<file path="src/rtl/spi_ctrl_pkg.sv">
// spi_ctrl_slave shared definitions: command-byte layout,
// module select codes, FSM states and frame bit counts.
package spi_ctrl_pkg;

    localparam int CMD_RNW_BIT = 7;
    localparam int CMD_SEL_HI  = 6;
    localparam int CMD_SEL_LO  = 5;
    localparam int CMD_IOC_HI  = 4;

    localparam logic [7:0] RSVD_READ_VAL = 8'hFF;

    localparam logic [4:0] BITS_CMD       = 5'd8;
    localparam logic [4:0] BITS_FRAME     = 5'd16;
    localparam logic [4:0] BITS_SAT       = 5'd17;
    localparam logic [4:0] TX_SHIFT_FIRST = 5'd9;
    localparam logic [4:0] TX_SHIFT_LAST  = 5'd15;

    typedef enum logic [1:0] {
        SEL_SYS  = 2'd0,
        SEL_IO   = 2'd1,
        SEL_SMI  = 2'd2,
        SEL_RSVD = 2'd3
    } sel_e;

    typedef enum logic [2:0] {
        ST_IDLE,
        ST_CMD,
        ST_FETCH,
        ST_WAIT,
        ST_LOADTX,
        ST_DATA,
        ST_STROBE,
        ST_DONE
    } state_e;

    function automatic sel_e cmd_sel(input logic [7:0] cmd);
        return sel_e'(cmd[CMD_SEL_HI:CMD_SEL_LO]);
    endfunction

endpackage

</file>
<file path="src/rtl/spi_ctrl_if.sv">
// Register-access bus between the SPI front-end (master)
// and the control modules (slave).
interface spi_ctrl_if;

    logic [4:0] o_ioc;
    logic [7:0] o_data_out;
    logic       o_cs_sys;
    logic       o_cs_io;
    logic       o_cs_smi;
    logic       o_fetch_cmd;
    logic       o_load_cmd;
    logic [7:0] i_data_sys;
    logic [7:0] i_data_io;
    logic [7:0] i_data_smi;

    modport master (
        output o_ioc, o_data_out,
        output o_cs_sys, o_cs_io, o_cs_smi,
        output o_fetch_cmd, o_load_cmd,
        input  i_data_sys, i_data_io, i_data_smi
    );

    modport slave (
        input  o_ioc, o_data_out,
        input  o_cs_sys, o_cs_io, o_cs_smi,
        input  o_fetch_cmd, o_load_cmd,
        output i_data_sys, i_data_io, i_data_smi
    );

endinterface

</file>
<file path="src/rtl/spi_sync_edge.sv">
// Two-flop synchroniser for an asynchronous pin plus a
// history flop giving single-cycle rise/fall pulses.
module spi_sync_edge (
    input  logic clk,
    input  logic rst_n,
    input  logic d,
    output logic q,
    output logic rise,
    output logic fall
);

    logic s1_q, s2_q, hist_q;
    logic s1_d, s2_d, hist_d;

    // Next values of the synchroniser chain
    always_comb begin
        s1_d   = d;
        s2_d   = s1_q;
        hist_d = s2_q;
    end

    // Synchroniser and history registers
    always_ff @(posedge clk or negedge rst_n) begin
        if (!rst_n) begin
            s1_q   <= 1'b0;
            s2_q   <= 1'b0;
            hist_q <= 1'b0;
        end else begin
            s1_q   <= s1_d;
            s2_q   <= s2_d;
            hist_q <= hist_d;
        end
    end

    assign q    = s2_q;
    assign rise = s2_q & ~hist_q;
    assign fall = ~s2_q & hist_q;

endmodule

</file>
<file path="src/rtl/spi_ctrl_slave.sv">
// SPI mode-0 slave: deserialises 16-bit host frames into
// register-bus fetch/load cycles and returns read data on MISO.
module spi_ctrl_slave
    import spi_ctrl_pkg::*;
#(
    parameter int SCK_RATIO_MIN = 12
) (
    input  logic       i_sys_clk,
    input  logic       i_reset_n,
    input  logic       i_spi_sck,
    input  logic       i_spi_mosi,
    input  logic       i_spi_cs_n,
    output logic       o_spi_miso,
    output logic       o_spi_miso_en,
    output logic       o_frame_err,
    spi_ctrl_if.master bus
);

    // Detected SCK edges must be at least this many cycles apart
    localparam int GAP_MIN = SCK_RATIO_MIN / 2 - 3;

    logic sck_s, sck_rise, sck_fall;
    logic mosi_s, unused_mosi_rise, unused_mosi_fall;
    logic cs_s, cs_rise, cs_fall;

    spi_sync_edge u_sync_sck (
        .clk(i_sys_clk), .rst_n(i_reset_n), .d(i_spi_sck),
        .q(sck_s), .rise(sck_rise), .fall(sck_fall)
    );

    spi_sync_edge u_sync_mosi (
        .clk(i_sys_clk), .rst_n(i_reset_n), .d(i_spi_mosi),
        .q(mosi_s), .rise(unused_mosi_rise), .fall(unused_mosi_fall)
    );

    spi_sync_edge u_sync_cs (
        .clk(i_sys_clk), .rst_n(i_reset_n), .d(i_spi_cs_n),
        .q(cs_s), .rise(cs_rise), .fall(cs_fall)
    );

    state_e     state_q, state_d;
    logic [4:0] cnt_q, cnt_d, bits_eff;
    logic [6:0] rx_sr_q, rx_sr_d;
    logic [7:0] cmd_q, cmd_d, rx_byte;
    logic [7:0] tx_sr_q, tx_sr_d, tx_load;
    logic [4:0] ioc_q, ioc_d;
    logic [7:0] dout_q, dout_d;
    logic       cs_sys_q, cs_sys_d, cs_io_q, cs_io_d;
    logic       cs_smi_q, cs_smi_d;
    logic       fetch_q, fetch_d, load_q, load_d;
    logic       err_q, err_d, miso_en_q, miso_en_d;
    logic [3:0] gap_q, gap_d;
    logic       rise_ok, rise8, rise16, tx_shift;
    logic       fetching, strobing, act, sel_ok;
    sel_e       sel_nx;

    // Frame sequencing, shift registers and registered bus outputs
    always_comb begin
        rx_byte  = {rx_sr_q, mosi_s};
        rise_ok  = sck_rise && (state_q != ST_IDLE) && (cnt_q < BITS_SAT);
        bits_eff = cnt_q + {4'd0, rise_ok};
        rise8    = rise_ok && (cnt_q == BITS_CMD - 5'd1);
        rise16   = rise_ok && (cnt_q == BITS_FRAME - 5'd1);
        cnt_d    = cs_s ? 5'd0 : bits_eff;
        rx_sr_d  = rise_ok ? rx_byte[6:0] : rx_sr_q;
        state_d  = state_q;
        cmd_d    = cmd_q;
        if (cs_s && (state_q != ST_IDLE)) begin
            // A 16th rise landing with CS_n rise still completes a write
            state_d = ST_IDLE;
            if ((state_q == ST_DATA) && rise16 && !cmd_q[CMD_RNW_BIT])
                state_d = ST_STROBE;
        end else begin
            unique case (state_q)
                ST_IDLE:   if (cs_fall) state_d = ST_CMD;
                ST_CMD: begin
                    if (rise8) begin
                        cmd_d   = rx_byte;
                        state_d = rx_byte[CMD_RNW_BIT] ? ST_FETCH : ST_DATA;
                    end
                end
                ST_FETCH:  state_d = ST_WAIT;
                ST_WAIT:   state_d = ST_LOADTX;
                ST_LOADTX: state_d = ST_DATA;
                ST_DATA: begin
                    if (rise16)
                        state_d = cmd_q[CMD_RNW_BIT] ? ST_DONE : ST_STROBE;
                end
                ST_STROBE: state_d = ST_DONE;
                ST_DONE:   state_d = ST_DONE;
                default:   state_d = ST_IDLE;
            endcase
        end

        unique case (cmd_sel(cmd_q))
            SEL_SYS: tx_load = bus.i_data_sys;
            SEL_IO:  tx_load = bus.i_data_io;
            SEL_SMI: tx_load = bus.i_data_smi;
            default: tx_load = RSVD_READ_VAL;
        endcase
        tx_shift = sck_fall && (state_q == ST_DATA) &&
                   (cnt_q >= TX_SHIFT_FIRST) && (cnt_q <= TX_SHIFT_LAST);
        tx_sr_d = tx_sr_q;
        if (state_q == ST_IDLE)
            tx_sr_d = 8'h00;
        else if (state_q == ST_LOADTX)
            tx_sr_d = tx_load;
        else if (tx_shift)
            tx_sr_d = {tx_sr_q[6:0], 1'b0};

        fetching  = (state_d == ST_FETCH);
        strobing  = (state_d == ST_STROBE);
        act       = fetching || strobing;
        sel_nx    = cmd_sel(cmd_d);
        sel_ok    = (sel_nx != SEL_RSVD);
        fetch_d   = fetching && sel_ok;
        load_d    = strobing && sel_ok;
        ioc_d     = (act && sel_ok) ? cmd_d[CMD_IOC_HI:0] : 5'd0;
        dout_d    = load_d ? rx_byte : 8'h00;
        cs_sys_d  = act && (sel_nx == SEL_SYS);
        cs_io_d   = act && (sel_nx == SEL_IO);
        cs_smi_d  = act && (sel_nx == SEL_SMI);
        err_d     = cs_rise && (state_q != ST_IDLE) && (bits_eff != BITS_FRAME);
        miso_en_d = !cs_s && (state_d != ST_IDLE);
        gap_d     = (sck_rise || sck_fall) ? 4'd0 :
                    ((gap_q == 4'hF) ? gap_q : gap_q + 4'd1);
    end

    // Single state/output register bank
    always_ff @(posedge i_sys_clk or negedge i_reset_n) begin
        if (!i_reset_n) begin
            state_q   <= ST_IDLE;
            cnt_q     <= 5'd0;
            rx_sr_q   <= 7'd0;
            cmd_q     <= 8'd0;
            tx_sr_q   <= 8'd0;
            ioc_q     <= 5'd0;
            dout_q    <= 8'd0;
            cs_sys_q  <= 1'b0;
            cs_io_q   <= 1'b0;
            cs_smi_q  <= 1'b0;
            fetch_q   <= 1'b0;
            load_q    <= 1'b0;
            err_q     <= 1'b0;
            miso_en_q <= 1'b0;
            gap_q     <= 4'hF;
        end else begin
            state_q   <= state_d;
            cnt_q     <= cnt_d;
            rx_sr_q   <= rx_sr_d;
            cmd_q     <= cmd_d;
            tx_sr_q   <= tx_sr_d;
            ioc_q     <= ioc_d;
            dout_q    <= dout_d;
            cs_sys_q  <= cs_sys_d;
            cs_io_q   <= cs_io_d;
            cs_smi_q  <= cs_smi_d;
            fetch_q   <= fetch_d;
            load_q    <= load_d;
            err_q     <= err_d;
            miso_en_q <= miso_en_d;
            gap_q     <= gap_d;
        end
    end

    assert property (@(posedge i_sys_clk) disable iff (!i_reset_n)
        (sck_rise || sck_fall) |-> (int'(gap_q) >= GAP_MIN));

    assign o_spi_miso      = tx_sr_q[7];
    assign o_spi_miso_en   = miso_en_q;
    assign o_frame_err     = err_q;
    assign bus.o_ioc       = ioc_q;
    assign bus.o_data_out  = dout_q;
    assign bus.o_cs_sys    = cs_sys_q;
    assign bus.o_cs_io     = cs_io_q;
    assign bus.o_cs_smi    = cs_smi_q;
    assign bus.o_fetch_cmd = fetch_q;
    assign bus.o_load_cmd  = load_q;

endmodule

</file>
<file path="src/flat_wrapper.sv">
// flat-port wrapper written by rule: the top's interface ports become plain ports
module spi_ctrl_slave_flat import spi_ctrl_pkg::*;
#(
    parameter int SCK_RATIO_MIN = 12
)
  (i_sys_clk, i_reset_n, i_spi_sck, i_spi_mosi, i_spi_cs_n, o_spi_miso, o_spi_miso_en, o_frame_err, bus_o_ioc, bus_o_data_out, bus_o_cs_sys, bus_o_cs_io, bus_o_cs_smi, bus_o_fetch_cmd, bus_o_load_cmd, bus_i_data_sys, bus_i_data_io, bus_i_data_smi);
  spi_ctrl_if bus_i ();
  input  logic i_sys_clk;
  input  logic i_reset_n;
  input  logic i_spi_sck;
  input  logic i_spi_mosi;
  input  logic i_spi_cs_n;
  output logic o_spi_miso;
  output logic o_spi_miso_en;
  output logic o_frame_err;
  output wire logic [$bits(bus_i.o_ioc)-1:0] bus_o_ioc;
  output wire logic [$bits(bus_i.o_data_out)-1:0] bus_o_data_out;
  output wire logic [$bits(bus_i.o_cs_sys)-1:0] bus_o_cs_sys;
  output wire logic [$bits(bus_i.o_cs_io)-1:0] bus_o_cs_io;
  output wire logic [$bits(bus_i.o_cs_smi)-1:0] bus_o_cs_smi;
  output wire logic [$bits(bus_i.o_fetch_cmd)-1:0] bus_o_fetch_cmd;
  output wire logic [$bits(bus_i.o_load_cmd)-1:0] bus_o_load_cmd;
  input wire logic [$bits(bus_i.i_data_sys)-1:0] bus_i_data_sys;
  input wire logic [$bits(bus_i.i_data_io)-1:0] bus_i_data_io;
  input wire logic [$bits(bus_i.i_data_smi)-1:0] bus_i_data_smi;
  assign bus_o_ioc = bus_i.o_ioc;
  assign bus_o_data_out = bus_i.o_data_out;
  assign bus_o_cs_sys = bus_i.o_cs_sys;
  assign bus_o_cs_io = bus_i.o_cs_io;
  assign bus_o_cs_smi = bus_i.o_cs_smi;
  assign bus_o_fetch_cmd = bus_i.o_fetch_cmd;
  assign bus_o_load_cmd = bus_i.o_load_cmd;
  assign bus_i.i_data_sys = bus_i_data_sys;
  assign bus_i.i_data_io = bus_i_data_io;
  assign bus_i.i_data_smi = bus_i_data_smi;
  spi_ctrl_slave #(.SCK_RATIO_MIN(SCK_RATIO_MIN)) u_core (.i_sys_clk(i_sys_clk), .i_reset_n(i_reset_n), .i_spi_sck(i_spi_sck), .i_spi_mosi(i_spi_mosi), .i_spi_cs_n(i_spi_cs_n), .o_spi_miso(o_spi_miso), .o_spi_miso_en(o_spi_miso_en), .o_frame_err(o_frame_err), .bus(bus_i));
endmodule
</file>
<file path="config.mk">
export PLATFORM = sky130hd
export DESIGN_NAME = spi_ctrl_slave_flat
export DESIGN_NICKNAME = d
export VERILOG_FILES = /design/src/rtl/spi_ctrl_pkg.sv /design/src/rtl/spi_ctrl_if.sv /design/src/rtl/spi_sync_edge.sv /design/src/rtl/spi_ctrl_slave.sv /design/src/flat_wrapper.sv
export SDC_FILE = /design/constraint.sdc
export NUM_CORES = 1
export LEC_CHECK = 0
export ABC_AREA = 1
export CAP_MARGIN = 20
export CORE_AREA = 4 4 81 83
export DETAILED_ROUTE_END_ITERATION = 8
export DIE_AREA = 0 0 85 87
export PLACE_DENSITY_LB_ADDON = 0.15
export SLEW_MARGIN = 25
export SYNTH_ARGS = -nofsm -noshare
export SYNTH_HDL_FRONTEND = slang
export SYNTH_SLANG_ARGS = --single-unit
</file>
<file path="constraint.sdc">
create_clock -name i_sys_clk -period 2.1 [get_ports i_sys_clk]
set_input_delay 0.42 -clock i_sys_clk [delete_from_list [all_inputs] [get_ports i_sys_clk]]
set_output_delay 0.42 -clock i_sys_clk [all_outputs]
set_load 0.02 [all_outputs]
</file>
==> results of run 1 <==
-- registers in the layout, indices dropped and copies added, names as in the netlist, 3 cells and up --
register and count:
u_core.bus.o_ioc 5, u_core.rx_sr_q 7, u_core.tx_sr_q 8, u_core.state_q 3
u_core.bus.o_data_out 8, u_core.cnt_q 5, u_core.cmd_q 8
-- power by group --
group / switching (mW) / leakage (nW) / internal (mW)
clock network: 0.404 / 0.0950 / 0.563
registers: 0.0309 / 0.792 / 1.19
logic: 0.123 / 0.681 / 0.0934
-- placed cells by master (no fill, tap or decap), drive strengths merged, types with 2 or more instances in the layout --
master,instances
dfrtp,59
clkdlybuf4s50,48
nand2,46
nor2,37
inv,36
o21ai,31
nand3,26
clkbuf,11
a311o,8
a21oi,8
buf,6
xor2,2
ha,2
clkinv,2
-- layer usage --
layer,GRT usage (%),vias to the layer above
li1,-,992
met1,22.2,978
met2,24.5,71
met3,4.92,9
met4,7.77,0
met5,0,-
-- per-stage QoR --
| stage | total power [mW] | utilization (%) | instances |
|---|---|---|---|
| after CTS | 2.44 | 57.8 | 405 |
| final | 2.40 | 57.9 | 405 |
| after global routing | 2.53 | 57.9 | 405 |
| after detailed placement | 1.46 | 54.7 | 391 |
| after floorplan | 1.34 | - | 271 |
| after global placement | 1.45 | 54.7 | 391 |
-- cell type report --
type / count / area (um2) / area share [%]
timing repair buffer: 54 / 536 / 15.8
clock inverter: 3 / 40.0 / 1.18
tap: 75 / 93.8 / 2.77
sequential: 59 / 1480 / 43.6
multi-input combinational: 167 / 965 / 28.5
clock buffer: 11 / 141 / 4.17
inverter: 36 / 135 / 3.99
-- final timing paths --
check,endpoint
max,u_core.o_frame_err
min,u_core.u_sync_cs.s1_q
max reg2reg,u_core.o_frame_err
min reg2reg,u_core.u_sync_mosi.q
max in group asynchronous,u_core.bus.o_ioc[4]
min in group i_sys_clk,u_core.u_sync_mosi.q
-- repair_timing --
| action | 4_1_cts | 5_1_grt |
|---|---|---|
| endpoints found under the hold margin | 0 | 0 |
| gates resized for setup | 0 | 4 |
| setup endpoints to repair | 0 | 2 |
-- cells by family (layout without fill, tap and decap cells) --
family | after synthesis | after routing | share of synthesized area, %
buf+inv | 45 | 104 | 6.86
fa+ha+maj | 2 | 2 | 0.960
flops | 59 | 59 | 56.6
simple gates | 113 | 113 | 22.8
compound gates | 49 | 49 | 11.8
xor+xnor | 3 | 3 | 1.01
==> results.py, run 1 <==
metrics = {
    "run_status": {
        "outcome": "finished, final reports clean",
    },
    "clock_tree": {
        "path_clk_slew_ns": 0.06,
        "cts_max_path_buffers": 2,
        "cts_tree": "done",
        "cts_root_buffer": "clkbuf_8",
        "cts_buffers": 9,
        "clk_latency_ns": 0.33,
        "postCtsHoldBufs": 0,
        "cts.sinks": 59,
        "post_cts_buffers": 0,
        "htree_levels": 3,
    },
    "setup_path": {
        "cp_slowest_cell": "dfrtp_1",
        "ff2ff_path_depth": 10,
        "cp.arrival_ns": 2.15,
        "crit_path_max_incr_delay_ns": 0.43,
        "cpLargestDelayFamily": "adder cells",
        "crit_path_cell_trace": "nor2_4 > a21oi_4 > nand2_4 > inv_1 > ha_1 > ha_1 > xnor2_1 > nand3_1 > o311ai_2 > inv_1",
        "r2r_setup_slack_ns": 0.16,
        "worstPathRequired_ns": 2.31,
        "worst-path-buf-inv": 2,
        "r2r_start": "u_core.state_q[0]",
        "crit_fanout": 4,
        "critPathCaptureType": "register",
        "crit_cells": 10,
        "crit_type": "reg -> reg",
        "start_kind": "register",
        "startpoint": "u_core.state_q[0]",
    },
    "pwr": {
        "leakagePower_nw": 1.57,
        "vdd_drop_max_mv": 0.468,
        "powerDensity_nw_per_um2": 709,
    },
    "route": {
        "routed-wl-met3_um": 401,
        "drt_iter0_drc": 86,
        "wl_met2_mm": 2.50,
        "via_per_inst": 5.06,
        "drt-total-wl_mm": 5.53,
        "drt-pass1-iter-count": 4,
        "wire_per_inst_um": 13.6,
        "wl_met1_mm": 2.52,
        "route.vias.total": 2050,
        "top_layer": "met4",
        "route.detailed.drc": 0,
        "final_antenna_net_count": 0,
    },
    "synth": {
        "synth_top_area_share_pct": 56.6,
        "synth_area_per_cell_um2": 9.62,
        "seq_area_frac_synth_pct": 56.6,
        "synth_top_cell_by_area": "dfrtp_1",
        "syn_nets": 302,
        "synth_common_cells": "dfrtp_1, nand2_1, inv_1",
        "syn_area_um2": 2610,
        "synth_ff_type": "dfrtp_1",
        "async_reset_ff_share_pct": 100,
        "syn_inst": 271,
        "yosysMostFrequentCell": "dfrtp_1",
        "yosysWarnings": 0,
        "synth_edf_count": 0,
        "synth-seq-cells": 59,
        "synth_cell_types": 29,
        "yosys-top-cells-area": "dfrtp_1, o21ai_0, nand2_1",
    },
    "cells_and_area": {
        "fin_nets": 358,
        "fin_area_um2": 3390,
        "nFillCells": 510,
        "antenna_cells": 0,
        "syn_to_final_growth_pct": 29.9,
        "drive_gt1_share_pct": 15.8,
    },
    "global_route": {
        "grtUsageTotal_pct": 16.5,
        "first_global_vias": 1980,
        "grt_max_degree": 40,
        "antenna_found_initial": 0,
        "grt_overflow": 0,
        "grt_pass1_wl_mm": 9.51,
    },
    "timing": {
        "hold_viol": 0,
        "slew_headroom_pct": 63.8,
        "fin_skew_ns": 0.00715,
        "finalSetupViolations": 0,
        "drv_slew": 0,
        "worst_pin_slew_ns": 0.542,
        "setup_ws_ns": 0.157,
        "period_share_pct": 92.5,
        "fmax_mhz": 515,
        "fin_crit_ns": 1.94,
        "rsz0062_at_grt": "false",
        "fin_hold_ws_ns": 0.0473,
        "fin_setup_tns_ns": 0,
    },
    "placed_design": {
        "routabilityCongestion": 0.800,
        "placed_area_um2": 3200,
        "io_buffers": 49,
        "place_ws_ns": 0.153,
        "hpwlAfterDp_mm": 3.89,
    },
    "floorplan": {
        "ios": 50,
        "initial_utilization_pct": 44.6,
        "core_area_um2": 5850,
        "die_h_um": 87,
        "die-area_um2": 7400,
        "rows": 28,
        "die_x_um": 85,
    },
    "job": {
        "drv_cap": 0,
    },
    "min_path": {
        "hp-class": "in -> async",
    },
}
(Power assumes the default switching activity.)
==> run 2: changes to the inputs <==
--- a/config.mk
+++ b/config.mk
@@ -14,4 +14,5 @@
 export SLEW_MARGIN = 25
 export SYNTH_ARGS = -nofsm -noshare
 export SYNTH_HDL_FRONTEND = slang
+export SYNTH_HIERARCHICAL = 1
 export SYNTH_SLANG_ARGS = --single-unit
==> run 2 against run 1 <==
  * Total power is 22% higher
  * Clock power rose by 3.1%
  * Critical path depth decreased by 1
  * Register-to-register slack improved by 0.05 ns
  * Combinational power grew to 2.6 times the previous value
  * Worst setup slack improved by 0.048 ns
  * Area after synthesis is 1.2% lower
  * Sequential share of layout area rose by 0.21 points
  * Critical endpoint is now u_core/bus.o_data_out[6]
  * Synthesized cell count is 6.3% higher
  * Via count shrank 2.8%
==> results.py, run 2 <==
metrics = {
    "run_status": {
        "outcome": "finished, final reports clean",
    },
    "global_route": {
        "grt_overflow": 0,
        "grt_max_degree": 60,
        "antenna_found_initial": 0,
        "grt_pass1_wl_mm": 9.26,
        "grtUsageTotal_pct": 16.0,
        "first_global_vias": 1984,
    },
    "pwr": {
        "seqPwrFrac_pct": 46.8,
        "clkPwrFrac_pct": 33.9,
        "p_int_mw": 2.08,
        "swShare_pct": 29.4,
        "p_comb_share_pct": 19.3,
        "power_mw": 2.94,
        "vdd_drop_max_mv": 0.462,
        "leakagePower_nw": 1.61,
        "switchingPower_mw": 0.865,
        "powerDensity_nw_per_um2": 873,
    },
    "cells_and_area": {
        "final-seq-area_um2": 1480,
        "final_cell_mix": "dfrtp_1, nand2_1, clkdlybuf4s50_1",
        "syn_to_final_growth_pct": 30.9,
        "drive_gt1_share_pct": 14.8,
        "fin_area_um2": 3370,
        "antenna_cells": 0,
        "multiInputGateArea_um2": 928,
        "layout_commonest_cell": "dfrtp_1",
        "stdcell_count": 427,
        "fin_nets": 377,
        "nFillCells": 513,
    },
    "clock_tree": {
        "path_clk_slew_ns": 0.06,
        "cts_buffers": 9,
        "cts_root_buffer": "clkbuf_8",
        "cts_max_path_buffers": 2,
        "cts.sinks": 59,
        "cts_tree": "done",
        "postCtsHoldBufs": 0,
        "clk_latency_ns": 0.33,
        "htree_levels": 3,
    },
    "floorplan": {
        "rows": 28,
        "core_area_um2": 5850,
        "initial_utilization_pct": 44.0,
        "die_x_um": 85,
        "die_h_um": 87,
        "die-area_um2": 7400,
        "ios": 50,
    },
    "route": {
        "route.detailed.drc": 0,
        "drt_iter0_drc": 88,
        "final_antenna_net_count": 0,
        "drt-pass1-iter-count": 4,
        "route.vias.total": 1992,
        "wire_per_inst_um": 12.5,
        "drt-total-wl_mm": 5.35,
        "via_per_inst": 4.67,
    },
    "timing": {
        "fin_crit_ns": 1.89,
        "fin_skew_ns": 0.00716,
        "fin_setup_tns_ns": 0,
        "fmax_mhz": 528,
        "finalSetupViolations": 0,
        "worst_pin_slew_ns": 0.707,
        "slew_headroom_pct": 52.9,
        "period_share_pct": 90.2,
        "hold_viol": 0,
        "drv_slew": 0,
    },
    "placed_design": {
        "routabilityCongestion": 0.863,
        "io_buffers": 49,
        "dp.cells": 411,
        "placed_area_um2": 3170,
        "hpwlAfterDp_mm": 3.89,
    },
    "synth": {
        "syn_nets": 318,
        "yosysWarnings": 6,
        "synth_area_per_cell_um2": 8.94,
        "syn_area_um2": 2570,
        "syn_inst": 288,
    },
    "setup_path": {
        "r2r_end": "u_core/bus.o_data_out[6]",
        "r2r_start": "u_core/state_q[2]",
        "crit_type": "reg -> reg",
        "crit_path_max_incr_delay_ns": 0.47,
        "crit_fanout": 9,
        "r2r_setup_slack_ns": 0.21,
        "ff2ff_path_depth": 9,
        "cp.arrival_ns": 2.11,
        "worstPathRequired_ns": 2.31,
        "crit_path_cell_trace": "inv_2 > a21boi_4 > nand3_2 > nor2_2 > nand2_2 > o21ai_2 > nand2_2 > nand3_4 > nor2_2",
        "start_kind": "register",
        "cp_slowest_cell": "dfrtp_1",
        "critPathCaptureType": "register",
    },
    "min_path": {
        "hp-class": "in -> async",
    },
    "job": {
        "drv_cap": 0,
    },
}
[run 2: cell count changes in the layout (fill, tap and decap cells not counted), sizes merged, moves of 2 or more]
cell   before  now
a31oi       0    2
a31o        0    3
nand2      46   55
nor2       37   48
a311o       8    0
nand3      26   20
inv        36   43
a21oi       8   11
[run 2: worst max path at each step]
| stage | from | to | slack [ns] | cells after the start |
|---|---|---|---|---|
| finish | u_core/state_q[2] | u_core/bus.o_data_out[6] | 0.21 | 9 |
| global route | u_core/state_q[2] | u_core/bus.o_data_out[6] | -0.002 | 10 |
| CTS | u_core/cnt_q[0] | u_core/bus.o_fetch_cmd | 0.15 | 9 |
| detailed placement | u_core/cnt_q[0] | u_core/bus.o_ioc[4] | 0.17 | 9 |
| global placement | u_core/state_q[2] | u_core/o_frame_err | 0.19 | 11 |
| floorplan | u_core/state_q[1] | u_core/o_frame_err | 0.17 | 12 |
[run 2: repair_timing]
item	4_1_cts	5_1_grt
resized for setup	0	3
setup buffers	0	0
setup endpoints to repair	0	15
[run 2: final cells by class]
| cell class | instances | area share [%] |
|---|---|---|
| sequential | 59 | 43.8 |
| clock inverter | 5 | 1.56 |
| timing repair buffer | 53 | 15.3 |
| inverter | 43 | 4.79 |
| tap | 75 | 2.78 |
| multi-input combinational | 181 | 27.6 |
| clock buffer | 11 | 4.20 |
[run 2: worst max-delay path: cells and delay by family (launching register included)]
kind	cells	cell delay, ns
buf+inv	1	0.11
compound gates	2	0.42
flops	1	0.47
simple gates	6	0.77
[run 2: layer usage]
layer	GRT usage, %	share of wire (%)	vias up
li1	-	-	1029
met1	21.8	49	898
met2	23.5	42	55
met3	4.35	7.5	10
met4	8.20	1.5	0
met5	0	0	-
[run 2: stage by stage]
| stage | hold slack [ns] | utilization [%] | setup slack [ns] |
|---|---|---|---|
| 3_5_place_dp | 0.335 | 54.1 | 0.173 |
| 3_3_place_gp | 0.334 | 54.1 | 0.189 |
| 6_report | 0.207 | 57.6 | 0.206 |
| 4_1_cts | 0.247 | 57.4 | 0.153 |
| 5_1_grt | 0.297 | 57.6 | -0.00171 |
| 2_1_floorplan | 0.124 | - | 0.172 |
[run 2: power groups by stage]
stage                     Sequential (mW)  Combinational (mW)  Clock [mW]
after floorplan                      1.41               0.334           0
after global placement               1.39               0.561           0
after detailed placement             1.40               0.567           0
after CTS                            1.38               0.570        1.03
after global routing                 1.40               0.652        1.08
final                                1.38               0.568       0.997
==> run 3: changes to the inputs <==
--- a/config.mk
+++ b/config.mk
@@ -14,5 +14,4 @@
 export SLEW_MARGIN = 25
 export SYNTH_ARGS = -nofsm -noshare
 export SYNTH_HDL_FRONTEND = slang
-export SYNTH_HIERARCHICAL = 1
 export SYNTH_SLANG_ARGS = --single-unit
==> results of run 3 <==
Same layout as run 1: the final DEF is identical, and so are final timing and power.
